`config.mk`:
```
export PLATFORM = sky130hd
export DESIGN_NAME = fir_sample_reader
export DESIGN_NICKNAME = d
export VERILOG_FILES = /design/src/rtl/fir_pkg.sv /design/src/rtl/fir_sample_fifo.sv /design/src/rtl/fir_sample_reader.sv
export SDC_FILE = /design/constraint.sdc
export NUM_CORES = 1
export LEC_CHECK = 0
export CORE_MARGIN = 1.5
export CORE_UTILIZATION = 62
export DETAILED_ROUTE_END_ITERATION = 10
export PLACE_DENSITY = 0.86
export RECOVER_POWER = 50
export SYNTH_ARGS = -nofsm -noshare
export SYNTH_HDL_FRONTEND = slang
export SYNTH_SLANG_ARGS = --single-unit
```
`constraint.sdc`:
```
create_clock -name clk -period 6.3 [get_ports clk]
set_input_delay 1.575 -clock clk [delete_from_list [all_inputs] [get_ports clk]]
set_output_delay 1.575 -clock clk [all_outputs]
set_load 0.03 [all_outputs]
```
`src/rtl/fir_pkg.sv`:
```
// Shared types, defaults and width helper for the FIR sample reader.
package fir_pkg;

  typedef enum logic [1:0] {IDLE, WARMUP, RUN} state_t;

  localparam int DW_DEF    = 8;
  localparam int DIV_DEF   = 16;
  localparam int DEPTH_DEF = 8;
  localparam int WARM_DEF  = 2;

  // Occupancy counter must hold the value DEPTH itself, hence the extra bit.
  function automatic int cnt_w(input int depth);
    return $clog2(depth) + 1;
  endfunction

endpackage

```
`src/rtl/fir_sample_fifo.sv`:
```
// First-word-fall-through sample FIFO; occupancy count is the only full/empty source.
module fir_sample_fifo
  import fir_pkg::*;
#(
  parameter int DW    = DW_DEF,
  parameter int DEPTH = DEPTH_DEF
) (
  input  logic                    clk,
  input  logic                    rst,
  input  logic                    push,
  input  logic [DW-1:0]           din,
  input  logic                    pop,
  output logic [DW-1:0]           dout,
  output logic [cnt_w(DEPTH)-1:0] count,
  output logic                    full,
  output logic                    empty
);

  localparam int AW = $clog2(DEPTH);
  localparam int CW = cnt_w(DEPTH);

  logic [DW-1:0] mem_q [DEPTH];
  logic [AW-1:0] wr_q, wr_d, rd_q, rd_d;
  logic [CW-1:0] cnt_q, cnt_d;
  logic          do_push, do_pop;

  assign empty   = (cnt_q == '0);
  assign full    = (cnt_q == CW'(DEPTH));
  assign do_pop  = pop && !empty;
  // A pop in the same cycle frees the slot a full FIFO needs for the push.
  assign do_push = push && (!full || do_pop);
  assign dout    = empty ? '0 : mem_q[rd_q];
  assign count   = cnt_q;

  always_comb begin
    wr_d  = wr_q;
    rd_d  = rd_q;
    cnt_d = cnt_q;
    if (do_push) wr_d = wr_q + AW'(1);
    if (do_pop)  rd_d = rd_q + AW'(1);
    case ({do_push, do_pop})
      2'b10:   cnt_d = cnt_q + CW'(1);
      2'b01:   cnt_d = cnt_q - CW'(1);
      default: ;
    endcase
  end

  always_ff @(posedge clk or negedge rst) begin
    if (!rst) begin
      wr_q  <= '0;
      rd_q  <= '0;
      cnt_q <= '0;
    end else begin
      wr_q  <= wr_d;
      rd_q  <= rd_d;
      cnt_q <= cnt_d;
    end
  end

  always_ff @(posedge clk) begin
    if (do_push) mem_q[wr_q] <= din;
  end

endmodule

```
`src/rtl/fir_sample_reader.sv`:
```
// Decimates FIR output to one sample per DIV clocks, skips WARM samples after
// each enable, and buffers the rest in a FWFT FIFO with a sticky overflow flag.
module fir_sample_reader
  import fir_pkg::*;
#(
  parameter int DW    = DW_DEF,
  parameter int DIV   = DIV_DEF,
  parameter int DEPTH = DEPTH_DEF,
  parameter int WARM  = WARM_DEF
) (
  input  logic                    clk,
  input  logic                    rst,
  input  logic                    en,
  input  logic [DW-1:0]           fir_dout,
  output logic                    sample_tick,
  output logic [DW-1:0]           m_data,
  output logic                    m_valid,
  input  logic                    m_ready,
  output logic [cnt_w(DEPTH)-1:0] count,
  output logic                    overflow,
  input  logic                    clr_ovf
);

  localparam int SW = $clog2(DIV);

  state_t        state_q, state_d;
  logic [SW-1:0] smp_q, smp_d;
  logic [3:0]    warm_q, warm_d;
  logic          ovf_q, ovf_d;
  logic          pop, push, drop, full, empty;

  assign sample_tick = en && (smp_q == SW'(DIV - 1));
  assign m_valid     = !empty;
  assign pop         = m_valid && m_ready;
  assign push        = sample_tick && (state_q == RUN);
  assign drop        = push && full && !pop;
  assign overflow    = ovf_q;

  always_comb begin
    state_d = state_q;
    smp_d   = '0;
    warm_d  = warm_q;
    if (en) begin
      case (state_q)
        IDLE: begin
          warm_d  = '0;
          state_d = (WARM == 0) ? RUN : WARMUP;
        end
        WARMUP: begin
          smp_d = sample_tick ? '0 : smp_q + SW'(1);
          // The WARM-th discarded tick is also the hand-off into RUN.
          if (sample_tick) begin
            if (warm_q == 4'(WARM - 1)) begin
              state_d = RUN;
              warm_d  = '0;
            end else begin
              warm_d = warm_q + 4'd1;
            end
          end
        end
        RUN:     smp_d = sample_tick ? '0 : smp_q + SW'(1);
        default: state_d = IDLE;
      endcase
    end else begin
      state_d = IDLE;
      warm_d  = '0;
    end
  end

  // Drop beats clear when both land in the same cycle.
  always_comb begin
    ovf_d = ovf_q;
    if (clr_ovf) ovf_d = 1'b0;
    if (drop)    ovf_d = 1'b1;
  end

  always_ff @(posedge clk or negedge rst) begin
    if (!rst) begin
      state_q <= IDLE;
      smp_q   <= '0;
      warm_q  <= '0;
      ovf_q   <= 1'b0;
    end else begin
      state_q <= state_d;
      smp_q   <= smp_d;
      warm_q  <= warm_d;
      ovf_q   <= ovf_d;
    end
  end

  fir_sample_fifo #(
    .DW    (DW),
    .DEPTH (DEPTH)
  ) u_fifo (
    .clk   (clk),
    .rst   (rst),
    .push  (push),
    .din   (fir_dout),
    .pop   (pop),
    .dout  (m_data),
    .count (count),
    .full  (full),
    .empty (empty)
  );

endmodule
```
==> out/metrics.cfg, run 1 <==
[routing]
drt-initial-drc-count = 131
detail-route-antenna-nets = 0
first_pass_iters = 5
avgViaCountPerCell = 6.25
wl_mm = 6.95
drt-wirelength-per-cell_microns = 20.5
vias = 2119
drc = 0

[global_route]
met2_usage_pct = 38.8
track_usage_pct = 23.3
grt_max_degree = 22
use_met1_pct = 29.6
met3_usage_pct = 3.93
grt_antenna_before_repair = 0
grt_pass1_vias = 2116
grt_pass1_wl_mm = 10.5
busiest_layer = met2
overflow = 0

[yosys]
syn_area_sq_um = 3750
synthFlopType = edfxtp_1
yosysUniqueCellTypes = 49
synth-edff-count = 64
synthTopCellsByArea = edfxtp_1 51%, dfrtp_1 14%, mux4_2 9.6%
synth_top_family_by_area = multiplexers
synth_fp_nets = 253
ys_warn_count = 0
synthArstFlopShare_pct = 24.7
synth_top_area_cell = edfxtp_1
ys_seq_elements = 85
synth_compound_area_share_pct = 6.35
netlist_instances = 228
yosys.area_share.simple_pct = 8.35
synthXorXnorAreaFrac_pct = 2.10
synth_top_area_share_pct = 51.3
synthAdderAreaFrac_pct = 4.01
yosysSeqAreaShare_pct = 65.3
syn_avg_cell_area_sq_um = 16.4
muxShareOfSynthArea_pct = 10.8

[sta]
relSlewSlack_pct = 24.5
skew_ns = 0.00573
slew_viol_final = 0
rsz0062_at_grt = false
hold_slack_ns = 0.462
final-setup-viol-count = 0
period_share_pct = 80.1
hold_viol = 0
finalWorstSetupSlack_ns = 1.25
setup_tns_ns = 0
post-route-min-period_ns = 5.05
tightest_slew_ns = 1.13
fmaxAchievable_ghz = 0.198

[die]
coreArea_sq_um = 5890
rows = 28
io_pins = 28
die_area_sq_um = 6520
die_h_microns = 80.7
die_w_microns = 80.7
initial_core_util_pct = 63.6

[clocking]
cts_max_path_buffers = 2
clock-sinks = 85
cts_resized = 0
clk_pin_slew_ns = 0.08
clock_latency_ns = 0.34
post_cts_buffers = 0
root_buffer = clkbuf_8
cts_tree = yes
cts-htree-levels = 3
cts_hold_buffers = 0
cts_inserted_buffers = 9

[cells_and_area]
stdcell_area_sq_um = 4310
final_common_cell = edfxtp_1
final_cell_mix = 64 x edfxtp_1, 21 x dfrtp_1, 16 x mux4_2, 16 x clkdlybuf4s50_1, 12 x ha_1
syn_to_final_growth_pct = 15.0
n_antenna_cell = 0
final_util_pct = 73.2
regArea_sq_um = 2450
n_fill_cell = 392
drive_gt1_share_pct = 18.2
layout.cells.non_filler = 339
multiInputGateArea_sq_um = 1180
final_nets = 284

[hold_path]
hp-class = flip-flop to flip-flop

[placement]
hpwl_mm = 4.26
dp.cells = 323
placed_area_sq_um = 4070
pre_cts_slack_ns = 1.34
portBuffers = 27
place_congestion = 0.805

[power]
ir_drop_uv = 179
power_density_nw_per_um2 = 266
total_power_mw = 1.15
power_leakage_nw = 1.50

[setup_path]
cp.arrival_ns = 3.47
crit_type = input port to output port
endpoint_kind = output port
start_kind = input port
path_max_fanout = 13
cp.required_ns = 4.72

[flow_run]
maxCapViolCount = 0

[outcome]
outcome = complete, no violations

## power breakdown
group | leakage (nW) | internal [mW] | switching, mW
Clock | 0.113 | 0.261 | 0.188
Sequential | 0.866 | 0.611 | 0.00931
Combinational | 0.521 | 0.0313 | 0.0480
## registers in the layout (all words and copies together), names as in the netlist
register,flops
overflow,1
smp_q,4
state_q,2
u_fifo.count,4
u_fifo.mem_q,64
u_fifo.rd_q,3
u_fifo.wr_q,3
warm_q,4
## cells in the mapped netlist (5+ instances only)
| cell | n |
|---|---|
| edfxtp_1 | 64 |
| dfrtp_1 | 21 |
| mux4_2 | 16 |
| ha_1 | 12 |
| inv_1 | 10 |
| a22o_1 | 8 |
| nand3_1 | 8 |
| nor2_1 | 7 |
| nand2_1 | 6 |
| xnor2_1 | 6 |
| clkbuf_1 | 5 |
| nand4_1 | 5 |
## critical path: stages
cell	delay (ns)
dlygate4sd3_1	0.77
and4_1	0.40
clkdlybuf4s50_1	0.73
## cell type report
| cell class | count | area share [%] |
|---|---|---|
| clock buffer | 9 | 2.88 |
| clock inverter | 7 | 2.64 |
| inverter | 10 | 0.871 |
| multi-input combinational | 121 | 27.5 |
| sequential | 85 | 56.8 |
| tap | 75 | 2.18 |
| timing repair buffer | 32 | 7.14 |
## kinds of logic (layout without fill, tap and decap cells)
kind of cell             after synthesis  count (layout)
flip-flops                            85              85
AND/OR/NAND/NOR                       52              52
AO/OA/AOI/OAI                         28              28
buffers and inverters                 22              58
multiplexers                          20              20
adder cells (fa/ha/maj)               12              12
XOR/XNOR                               9               9
## final timing paths
| check | slack (ns) | endpoint | start | cells past startpoint |
|---|---|---|---|---|
| worst min-delay path | 0.46 | smp_q[0]$_DFF_PN0_ | smp_q[0]$_DFF_PN0_ | 1 |
| worst max register to register | 3.37 | u_fifo.count[3]$_DFFE_PN0P_ | u_fifo.count[0]$_DFFE_PN0P_ | 6 |
| max in group asynchronous | 3.88 | u_fifo.wr_q[2]$_DFFE_PN0P_ | rst | 1 |
| min in group asynchronous | 1.83 | u_fifo.count[2]$_DFFE_PN0P_ | rst | 1 |
| worst min register to register | 0.46 | smp_q[0]$_DFF_PN0_ | smp_q[0]$_DFF_PN0_ | 1 |
| worst max-delay path | 1.25 | sample_tick | en | 3 |
## metal layers
layer | wire, microns | part of all wire [%]
met4 | 128 | 1.8
met2 | 3620 | 52
met5 | 0 | 0
met3 | 374 | 5.4
met1 | 2820 | 41
(Power assumes the default switching activity.)
==> inputs of run 2 (changes only) <==
--- a/config.mk
+++ b/config.mk
@@ -6,9 +6,9 @@
 export NUM_CORES = 1
 export LEC_CHECK = 0
 export CORE_MARGIN = 1.5
-export CORE_UTILIZATION = 62
+export CORE_UTILIZATION = 58
 export DETAILED_ROUTE_END_ITERATION = 10
-export PLACE_DENSITY = 0.86
+export PLACE_DENSITY = 0.81
 export RECOVER_POWER = 50
 export SYNTH_ARGS = -nofsm -noshare
 export SYNTH_HDL_FRONTEND = slang
==> constraint.sdc (replaced) <==
create_clock -name clk -period 5.1 [get_ports clk]
set_input_delay 1.275 -clock clk [delete_from_list [all_inputs] [get_ports clk]]
set_output_delay 1.275 -clock clk [all_outputs]
set_load 0.03 [all_outputs]
==> out/metrics.cfg, run 2 (same netlist as run 1, synthesis figures left out) <==
[setup_path]
cp.arrival_ns = 3.16
cpPeakStageDelay_ns = 0.78
r2r_end = u_fifo.count[3]$_DFFE_PN0P_
startpoint = en
path_max_fanout = 13
cp-endpoint = sample_tick
r2r_start = u_fifo.count[0]$_DFFE_PN0P_
rrSetupSlack_ns = 2.18
crit_slowest_cell = dlygate4sd3_1
rr_worst_depth = 6
start_kind = input port
cp.required_ns = 3.83
crit_chain = dlygate4sd3_1 > and4_1 > clkdlybuf4s50_1
endpoint_kind = output port
crit_type = input port to output port

[sta]
tightest_slew_ns = 0.945
setup_tns_ns = 0
final-setup-viol-count = 0
relSlewSlack_pct = 36.8
fmaxAchievable_ghz = 0.225
rsz0062_at_grt = false
period_share_pct = 87.0
hold_viol = 0
post-route-min-period_ns = 4.44
slew_viol_final = 0
skew_ns = 0.00612

[die]
io_pins = 28
die_area_sq_um = 6950
coreArea_sq_um = 6280
rows = 29
die_w_microns = 83.4
die_h_microns = 83.4
initial_core_util_pct = 59.7

[placement]
dp.cells = 326
place_congestion = 0.820
hpwl_mm = 4.14
portBuffers = 27

[clocking]
clk_pin_slew_ns = 0.08
cts_hold_buffers = 0
root_buffer = clkbuf_8
clock-sinks = 85
cts_inserted_buffers = 9
cts_tree = yes
cts_resized = 0
post_cts_buffers = 0
clock_latency_ns = 0.34
cts_max_path_buffers = 2
cts-htree-levels = 3

[global_route]
grt_pass1_vias = 2089
overflow = 0
grt_pass1_wl_mm = 10.5
grt_max_degree = 22
grt_antenna_before_repair = 0
track_usage_pct = 20.1

[power]
power_leakage_nw = 1.49
pwr-share-comb_pct = 7.3
swShare_pct = 23.0
ir_drop_uv = 224
p_sw_uw = 306
p_int_mw = 1.02
power_density_nw_per_um2 = 311
seqPwrFrac_pct = 57.6
clkPwrFrac_pct = 35.1

[routing]
vias = 2076
drt-initial-drc-count = 182
first_pass_iters = 4
drt-wirelength-per-cell_microns = 18.5
drc = 0
wl_mm = 6.34
avgViaCountPerCell = 6.07
detail-route-antenna-nets = 0

[outcome]
outcome = complete, no violations

[cells_and_area]
final_util_pct = 68.2
regMostFlops = u_fifo.mem_q
final_common_cell = edfxtp_1
n_antenna_cell = 0
final_nets = 285
syn_to_final_growth_pct = 14.2
drive_gt1_share_pct = 18.5
layout.cells.non_filler = 342
final_cell_mix = 64 x edfxtp_1, 21 x dfrtp_1, 16 x mux4_2, 16 x clkdlybuf4s50_1, 12 x ha_1
largest_reg_flops = 64

[flow_run]
maxCapViolCount = 0

[hold_path]
holdPathStages = 1
hp-class = flip-flop to flip-flop

-- run 2: cell count changes in the layout (fill, tap and decap cells not counted), sizes merged --
cell and change:
bufinv -2, clkinv -1, inv +2, buf +1, clkbuf +1
-- run 2: layer usage --
layer / part of all wire [%] / track usage [%] / vias to the layer above
met2: 51 / 33.1 / 57
met3: 4.1 / 4.37 / 11
met5: 0 / 0 / -
met4: 1.6 / 7.27 / 0
li1: - / - / 962
met1: 43 / 26.7 / 1046
-- run 2: through the flow --
stage / hold slack (ns) / setup WS (ns) / area, sq um / power, mW
2_1_floorplan: 0.433 / 1.68 / 3750 / 0.844
3_3_place_gp: 0.457 / 0.757 / 4080 / 0.877
3_5_place_dp: 0.456 / 0.737 / 4080 / 0.879
4_1_cts: 0.468 / 0.728 / 4280 / 1.34
5_1_grt: 0.482 / 0.559 / 4280 / 1.39
6_report: 0.462 / 0.661 / 4280 / 1.33
-- run 2: final cells by class --
cell class,instances,area (sq um)
Timing Repair Buffer,33,315
Clock inverter,6,71.3
Clock buffer,10,128
Inverter,10,37.5
Sequential cell,85,2450
Multi-Input combinational cell,121,1180
Tap cell,77,96.3
Fill cell,446,2000
-- run 2: worst min path at each step --
| stage | from | end |
|---|---|---|
| 2_1_floorplan | smp_q[0]$_DFF_PN0_ | smp_q[0]$_DFF_PN0_ |
| 3_3_place_gp | smp_q[0]$_DFF_PN0_ | smp_q[0]$_DFF_PN0_ |
| 3_5_place_dp | smp_q[0]$_DFF_PN0_ | smp_q[0]$_DFF_PN0_ |
| 4_1_cts | smp_q[0]$_DFF_PN0_ | smp_q[0]$_DFF_PN0_ |
| 5_1_grt | smp_q[0]$_DFF_PN0_ | smp_q[0]$_DFF_PN0_ |
| 6_report | smp_q[0]$_DFF_PN0_ | smp_q[0]$_DFF_PN0_ |
-- run 2: power by group through the flow --
stage	Sequential (mW)	Combinational (mW)	Clock [mW]
after detailed placement	0.781	0.0977	0
after floorplan	0.778	0.0653	0
after global placement	0.781	0.0965	0
after CTS	0.766	0.0991	0.478
final	0.765	0.0968	0.467
after global routing	0.768	0.112	0.505
-- run 2: critical path: cells and delay by family --
family / cells / cell delay [ns]
buffers and inverters: 2 / 1.50
AND/OR/NAND/NOR: 1 / 0.40
